--- config.mk ---
export PLATFORM = sky130hd
export DESIGN_NAME = bp_cce_mshr_bank
export DESIGN_NICKNAME = d
export VERILOG_FILES = /design/src/rtl/bp_cce_mshr_bank.sv
export SDC_FILE = /design/constraint.sdc
export NUM_CORES = 2
export LEC_CHECK = 0
export CAP_MARGIN = 10
export CORE_MARGIN = 5
export CORE_UTILIZATION = 30
export CTS_BUF_LIST = sky130_fd_sc_hd__clkbuf_8 sky130_fd_sc_hd__clkbuf_16
export CTS_CLUSTER_DIAMETER = 30
export DETAILED_ROUTE_END_ITERATION = 7
export PLACE_DENSITY = 0.59
export SLEW_MARGIN = 20
export SYNTH_ARGS = -nofsm -noshare
export SYNTH_HDL_FRONTEND = slang
export SYNTH_SLANG_ARGS = --single-unit
--- constraint.sdc ---
create_clock -name clk_i -period 4.7 [get_ports clk_i]
set_input_delay 0.47 -clock clk_i [delete_from_list [all_inputs] [get_ports clk_i]]
set_output_delay 0.47 -clock clk_i [all_outputs]
set_load 0.02 [all_outputs]
--- src/rtl/bp_cce_mshr_bank.sv ---
// Bank of miss-status holding registers plus the CCE general-purpose registers.
// Slots are handed out lowest-free-first; a slot freed this cycle can be re-granted at once.
module bp_cce_mshr_bank #(
   parameter int num_mshr_p        = 4,
   parameter int num_gpr_p         = 8,
   parameter int gpr_width_p       = 64,
   parameter int paddr_width_p     = 40,
   parameter int lce_id_width_p    = 4,
   parameter int lce_assoc_width_p = 3,
   parameter int num_flags_p       = 16,
   localparam int mshr_id_w_lp     = $clog2(num_mshr_p),
   localparam int gpr_id_w_lp      = $clog2(num_gpr_p),
   localparam int mshr_w_lp        = 2*lce_id_width_p + 2*paddr_width_p
                                     + 3*lce_assoc_width_p + 6 + num_flags_p
) (
   input  logic                             clk_i,
   input  logic                             reset_i,
   input  logic                             alloc_v_i,
   output logic                             alloc_ready_o,
   output logic [mshr_id_w_lp-1:0]          alloc_id_o,
   input  logic                             free_v_i,
   input  logic [mshr_id_w_lp-1:0]          free_id_i,
   input  logic [mshr_id_w_lp-1:0]          sel_id_i,
   input  logic                             stall_i,
   input  logic [gpr_width_p-1:0]           src_i,
   input  logic [8:0]                       field_w_v_i,
   input  logic [num_flags_p-1:0]           flag_w_mask_i,
   input  logic [num_flags_p-1:0]           flag_data_i,
   input  logic                             coh_state_w_v_i,
   input  logic [num_gpr_p-1:0]             gpr_w_mask_i,
   input  logic [gpr_width_p-1:0]           gpr_data_i,
   input  logic                             dir_addr_v_i,
   input  logic [gpr_id_w_lp-1:0]           dir_addr_gpr_i,
   input  logic [paddr_width_p-1:0]         dir_addr_i,
   input  logic                             dir_lru_v_i,
   input  logic [paddr_width_p-1:0]         dir_lru_addr_i,
   input  logic [2:0]                       dir_lru_coh_state_i,
   output logic [mshr_w_lp-1:0]             mshr_o,
   output logic [num_mshr_p-1:0]            mshr_valid_o,
   output logic [mshr_id_w_lp:0]            occupancy_o,
   output logic [num_gpr_p*gpr_width_p-1:0] gpr_o,
   output logic [2:0]                       coh_state_o
);

   localparam logic [2:0] coh_i_lp = 3'd0;

   // Field order (MSB first) is the layout seen on mshr_o.
   typedef struct packed {
      logic [lce_id_width_p-1:0]    lce_id;
      logic [paddr_width_p-1:0]     paddr;
      logic [lce_assoc_width_p-1:0] way_id;
      logic [lce_assoc_width_p-1:0] lru_way_id;
      logic [paddr_width_p-1:0]     lru_paddr;
      logic [2:0]                   lru_coh_state;
      logic [lce_id_width_p-1:0]    owner_lce_id;
      logic [lce_assoc_width_p-1:0] owner_way_id;
      logic [2:0]                   next_coh_state;
      logic [num_flags_p-1:0]       flags;
   } mshr_s;

   mshr_s                   r_mshr [num_mshr_p];
   logic [num_mshr_p-1:0]   r_valid;
   logic [mshr_id_w_lp:0]   r_occ;
   logic [2:0]              r_coh;
   logic [gpr_width_p-1:0]  r_gpr [num_gpr_p];

   logic                    w_any_free;
   logic                    w_free_ok;
   logic                    w_alloc_fire;
   logic [mshr_id_w_lp-1:0] w_low_free;
   logic                    w_sel_ok;
   logic                    w_inst_wr;
   logic                    w_lru_wr;
   logic [num_mshr_p-1:0]   w_valid_nxt;
   logic [mshr_id_w_lp:0]   w_occ_nxt;
   logic [gpr_width_p-1:0]  w_dir_ext;

   always_comb begin
      w_low_free = '0;
      for (int i = num_mshr_p-1; i >= 0; i--) begin
         if (!r_valid[i]) w_low_free = mshr_id_w_lp'(i);
      end
   end

   assign w_any_free    = ~&r_valid;
   assign w_free_ok     = free_v_i & r_valid[free_id_i];
   assign alloc_ready_o = reset_i | w_any_free | w_free_ok;
   assign alloc_id_o    = reset_i ? '0 : (w_any_free ? w_low_free : free_id_i);
   assign w_alloc_fire  = alloc_v_i & alloc_ready_o;

   // A slot being freed this cycle discards any write aimed at it.
   assign w_sel_ok  = r_valid[sel_id_i] & ~(w_free_ok & (free_id_i == sel_id_i));
   assign w_inst_wr = w_sel_ok & ~stall_i;
   assign w_lru_wr  = w_sel_ok & dir_lru_v_i;

   always_comb begin
      w_valid_nxt = r_valid;
      if (w_free_ok)    w_valid_nxt[free_id_i]  = 1'b0;
      if (w_alloc_fire) w_valid_nxt[alloc_id_o] = 1'b1;
   end

   always_comb begin
      w_occ_nxt = r_occ;
      if (w_alloc_fire && !w_free_ok)      w_occ_nxt = r_occ + 1'b1;
      else if (!w_alloc_fire && w_free_ok) w_occ_nxt = r_occ - 1'b1;
   end

   always_comb begin
      w_dir_ext                    = '0;
      w_dir_ext[paddr_width_p-1:0] = dir_addr_i;
   end

   always_ff @(posedge clk_i) begin
      if (reset_i) begin
         r_valid <= '0;
         r_occ   <= '0;
         r_coh   <= coh_i_lp;
         for (int i = 0; i < num_mshr_p; i++) r_mshr[i] <= '0;
         for (int g = 0; g < num_gpr_p; g++)  r_gpr[g]  <= '0;
      end else begin
         r_valid <= w_valid_nxt;
         r_occ   <= w_occ_nxt;
         if (coh_state_w_v_i && !stall_i) r_coh <= src_i[2:0];
         for (int i = 0; i < num_mshr_p; i++) begin
            if (w_alloc_fire && (alloc_id_o == mshr_id_w_lp'(i))) begin
               r_mshr[i]                <= '0;
               r_mshr[i].next_coh_state <= r_coh;
            end else if (sel_id_i == mshr_id_w_lp'(i)) begin
               if (w_inst_wr) begin
                  if (field_w_v_i[0]) r_mshr[i].lce_id         <= src_i[lce_id_width_p-1:0];
                  if (field_w_v_i[1]) r_mshr[i].paddr          <= src_i[paddr_width_p-1:0];
                  if (field_w_v_i[2]) r_mshr[i].way_id         <= src_i[lce_assoc_width_p-1:0];
                  if (field_w_v_i[3]) r_mshr[i].lru_way_id     <= src_i[lce_assoc_width_p-1:0];
                  if (field_w_v_i[4]) r_mshr[i].lru_paddr      <= src_i[paddr_width_p-1:0];
                  if (field_w_v_i[5]) r_mshr[i].lru_coh_state  <= src_i[2:0];
                  if (field_w_v_i[6]) r_mshr[i].owner_lce_id   <= src_i[lce_id_width_p-1:0];
                  if (field_w_v_i[7]) r_mshr[i].owner_way_id   <= src_i[lce_assoc_width_p-1:0];
                  if (field_w_v_i[8]) r_mshr[i].next_coh_state <= src_i[2:0];
                  r_mshr[i].flags <= (r_mshr[i].flags & ~flag_w_mask_i)
                                   | (flag_data_i & flag_w_mask_i);
               end
               // Directory LRU update is not stallable and wins over instruction writes.
               if (w_lru_wr) begin
                  r_mshr[i].lru_paddr     <= dir_lru_addr_i;
                  r_mshr[i].lru_coh_state <= dir_lru_coh_state_i;
               end
            end
         end
         for (int g = 0; g < num_gpr_p; g++) begin
            if (dir_addr_v_i && (dir_addr_gpr_i == gpr_id_w_lp'(g))) r_gpr[g] <= w_dir_ext;
            else if (gpr_w_mask_i[g] && !stall_i)                    r_gpr[g] <= gpr_data_i;
         end
      end
   end

   always_comb begin
      gpr_o = '0;
      for (int g = 0; g < num_gpr_p; g++) gpr_o[g*gpr_width_p +: gpr_width_p] = r_gpr[g];
   end

   assign mshr_o       = r_mshr[sel_id_i];
   assign mshr_valid_o = r_valid;
   assign occupancy_o  = r_occ;
   assign coh_state_o  = r_coh;

endmodule

# == After elaboration in Yosys (flattened, before gate mapping) ==
# Memories as Yosys holds them, arrays and structs flattened.
# Index checks and enable logic that the tools add are counted.
# Widths: inputs -> output; s select.
# classes
n_addsub,2
order_cmp,5
n_eq_ne,14
mux,356
n_bitwise,95
n_reduce_logical,34
# op_table
cell,count
$mux 64,16
$mux 40,12
$mux 119,4
$mux 1,270
$mux 3,30
$and 16x16->16,5
$or 1x1->1,74
$mux 16,4
$or 16x16->16,4
$mux 4,10
$logic_and 1x1->1,25
$not 16->16,1
$eq 3x3->1 const B,4
$mux 2,6
$lt 2x3->1 const B,3
$eq 2x2->1 const B,4
$and 1x1->1,6
$eq 3x2->1 const B,2
$and 4x4->4,1
$bmux 1 s2,2
$demux 1 s2,2
$eq 2x1->1 const B,2
$ge 2x1->1 const B,2
$logic_not 1->1,4
11 further kinds,13
# word_totals
reg_bits,10
ramBits,988
in_bits,275
wordCells,511
memories,2
# mem_list
memory,depth,width,rd,rd_clocked_by_memory_dff,wr,line,rtl
r_gpr,8,64,8,0,8,65,logic [gpr_width_p-1:0] r_gpr [num_gpr_p];
r_mshr,4,119,5,0,4,61,mshr_s r_mshr [num_mshr_p];

# == Depth between registers and ports, before layout ==
# depth
depth_word,14
mapped_depth,11
ltp_nobuf,10

# == Worst setup path after synthesis ==
# OpenSTA, ideal clock, no wires.
# synth_timing
path_kind,input to register
start,in free_id_i[0]
end,mem r_mshr[1][100] (netlist bit) (enable)
setup_time_ns,0.493
arrival_time_ns,4.353
setup_slack_ns,-0.146
cell_stages,7
n_path_buf,2
cell_sequence,buf_4 -> mux2i_1 -> o22ai_4 -> inv_4 -> nor2_4 -> buf_2 -> o21ai_0
# synth_lines
element,line,rtl
from (decl),22,"input logic [mshr_id_w_lp-1:0] free_id_i,"
to (decl),61,

# == Worst setup path in the final report ==
# layout_timing
start,in sel_id_i[0]
end,out mshr_o[34]
# layout_between
elab_chain_cells,1
# layout_rtl
element,line,rtl
from (decl),23,"input logic [mshr_id_w_lp-1:0] sel_id_i,"
$mem_v2 4x119,--,
to (decl),38,"output logic [mshr_w_lp-1:0] mshr_o,"
# Every way passes these cells.

==> key figures <==
Run status
  • Status: complete, no violations

STA
  • Setup Skew: roughly 0.064 ns
  • Setup TNS: 0 ns
  • Final Critical Period: around 3.4 ns
  • Fin. Hold Viols: 0
  • Slew @ Worst Pin: 1.09 ns
  • Fmax: just under 300 MHz
  • Period utilization: 71.6%
  • Slew Limit Fails: 0
  • Fin Hold WS: 0.226 ns
  • Max_slew headroom: 27.2%
  • RSZ-0062 raised after global routing: no
  • Setup Viol. Count Final: 0

Min path
  • Hold_sp: reset_i
  • Hold WC Path Type: in -> reg

Synth
  • Synth warn: 0
  • Main synth FF type: edfxtp_1
  • Async S/R FF share, synth: 0%
  • Synth top area cells: edfxtp_1 68%, mux4_2 6.2%, a22o_1 4.8%
  • Synth cell types: 60
  • Synth Cell Area: 43400 um^2
  • Syn Nets: 3186
  • Synthesized flop and latch total: ~1000
  • EDFF count, synth: 988
  • Mean Syn Cell Area: 14.9 um^2
  • Synth Instances: around 2900
  • Seq/Total Area, Yosys: 68.9%
  • Share of Yosys cell area claimed by the top area cell type: 68.4%
  • Most frequent cell after synthesis: edfxtp_1
  • Top post-synthesis cells by count: 988 x edfxtp_1, 240 x a22o_1, 194 x and2_1
  • Cell taking the most area after synthesis: edfxtp_1

Drt
  • Drt first pass iters: 6
  • Drc violations: 0
  • Via density: about 5.3
  • Routed vias: ~31000
  • DRT antenna net count: 0
  • DR iter-0 viols: 3179
  • Per-cell routed wire length: 29.2 um
  • Final wirelength: 174000 um

Power and ir drop
  • Pwr Total: 0.0306 W
  • Leakage: between 20 and 25 nW
  • Maximum vdd drop: 0.000379 V
  • PwrDens: roughly 490 nW/um^2

Finish
  • Non-Filler Instances: 5952
  • Area growth, synth to finish: 44.8%
  • Fillers: ~13000
  • Layout cells sized above 1: between 15 and 20%
  • # nets final: 4108

Critical path
  • Worst-path cell chain: clkbuf_8 > buf_4 > mux4_2 > clkdlybuf4s50_1
  • Reg2reg start: mshr_valid_o[0]
  • R2R Path End: r_mshr[1][98]
  • Worst Setup End Kind: output port
  • Slowest-stage cell, CP: mux4_2
  • Top delay family on crit path: buffers and inverters
  • Worst setup path start: sel_id_i[0]
  • Flop-to-flop setup slack: 1.64 ns
  • Worst EP required: 4.23 ns
  • CP Depth: 4
  • Crit Path Max Fanout: 52
  • Startpoint types: input pin
  • Worst Path Buf+Inv: 3
  • Max stage delay on crit path: 0.64 ns
  • Critical Path AT: 2.89 ns
  • CP Capture Point: mshr_o[34]
  • Critical path type: in -> out
  • R2R depth: 7

Placement
  • Placed Instances: 5506
  • Hpwl dp: roughly 120000 um
  • GPL Wtd Cong: 0.824
  • IO buf count: between 800 and 900

CTS
  • Clock transition at the registers of the reported paths: 0.05 ns
  • CTS tree: yes
  • Number of CTS-inserted buffers: 226
  • Clock sinks: between 900 and 1000
  • Worst skew pair latency: 0.81 ns
  • H-Tree Depth: 4
  • Hold-fix buffers, CTS: 0
  • Clock buffer depth: 3
  • Postcts setup bufs: 0
  • CTS Root Buffer Type: clkbuf_16
  • CTS resizes: 0

Floorplanning
  • Die ar.: 152000 um^2
  • Starting Density: between 30% and 40%
  • # IOs: 919
  • Die X-Extent: between 300 and 400 um
  • Vert. Die Dim: 390 um
  • Core region area: roughly 140000 um^2
  • # rows: 139

Global route
  • First-pass GRT wire length: ~240000 um
  • Initial antenna violation count: 18
  • Vias in the first global route: roughly 32000
  • GRT Total Usage: 22.0%
  • Largest net degree at the start of global routing: between 90 and 100
  • Grt ovf: 0

Job
  • Max Cap Viol: 0
[worst reg2reg max path, cell delays in order (launching register included)]
cell	delay, ns
dfxtp_1	0.65
mux2i_1	0.22
o22ai_4	0.55
inv_4	0.21
nor2_4	0.28
buf_4	0.35
o21ai_4	0.10
buf_4	0.35
[worst min-delay path by stage]
stage	endpoint	slack, ns	cells after the start
2_1_floorplan	occupancy_o[2]	0.56	2
3_3_place_gp	occupancy_o[2]	0.49	2
3_5_place_dp	occupancy_o[2]	0.49	2
4_1_cts	occupancy_o[0]	0.17	2
5_1_grt	occupancy_o[1]	0.22	2
6_report	occupancy_o[0]	0.23	2
[kinds of logic (layout without fill, tap and decap cells)]
kind of cell	count (synthesis)	in the layout	synth area share (%)
simple gates	796	796	9.51
compound gates	651	651	12.0
fa+ha+maj	2	2	0.0750
xor+xnor	4	4	0.0808
mux	128	128	6.42
other cells	0	17	0
flops	998	998	68.9
buf+inv	330	1453	3.09
[sequential cells by signal, indices dropped and copies added (netlist names)]
| name | flops |
|---|---|
| r_gpr | 512 |
| coh_state_o | 3 |
| occupancy_o | 3 |
| r_mshr | 476 |
| mshr_valid_o | 4 |
[layout make-up]
type	count	area [um^2]	area share [%]
Sequential cell	998	29900	47.5
Multi-Input combinational cell	1581	12400	19.8
Timing Repair Buffer	976	9780	15.6
Clock buffer	226	5660	9.00
Clock inverter	203	2480	3.95
Tap cell	1903	2380	3.79
Inverter	48	183	0.291
Antenna cell	17	42.5	0.0677
[power by group]
part	internal, W	total, W	switching (W)	leakage [nW]
registers	0.0105	0.0107	0.000204	10.3
logic	0.00141	0.00353	0.00212	8.13
clock network	0.0110	0.0164	0.00543	3.93
[per-stage QoR]
stage	setup WS, ns	utilization (%)	area, um^2
final	1.34	43.7	62800
after global routing	1.18	43.7	62800
after CTS	1.27	43.7	62800
after detailed placement	1.14	38.0	54600
after global placement	1.15	38.0	54600
after floorplan	0.686	-	43400
[placed cells by master, fill, tap and decap left out, types with 33 or more instances in the layout]
| cell type | count |
|---|---|
| inv_1 | 60 |
| and2_1 | 194 |
| nor2_1 | 122 |
| a21oi_1 | 85 |
| mux4_2 | 120 |
| o21ai_0 | 84 |
| a22oi_1 | 40 |
| a32o_1 | 119 |
| a22o_1 | 240 |
| clkbuf_16 | 226 |
| nand2b_1 | 113 |
| nand2_1 | 134 |
| bufinv_16 | 39 |
| clkdlybuf4s50_1 | 891 |
| clkinv_2 | 45 |
| clkinv_1 | 33 |
| edfxtp_1 | 988 |
| buf_4 | 66 |
| nor3_1 | 164 |
[per-layer routing]
metal | wire (um) | global-route usage, %
met5 | 55 | 0
met4 | 5820 | 7.81
met3 | 18300 | 7.57
met2 | 83900 | 36.4
met1 | 65500 | 26.7
(Power assumes the default switching activity.)
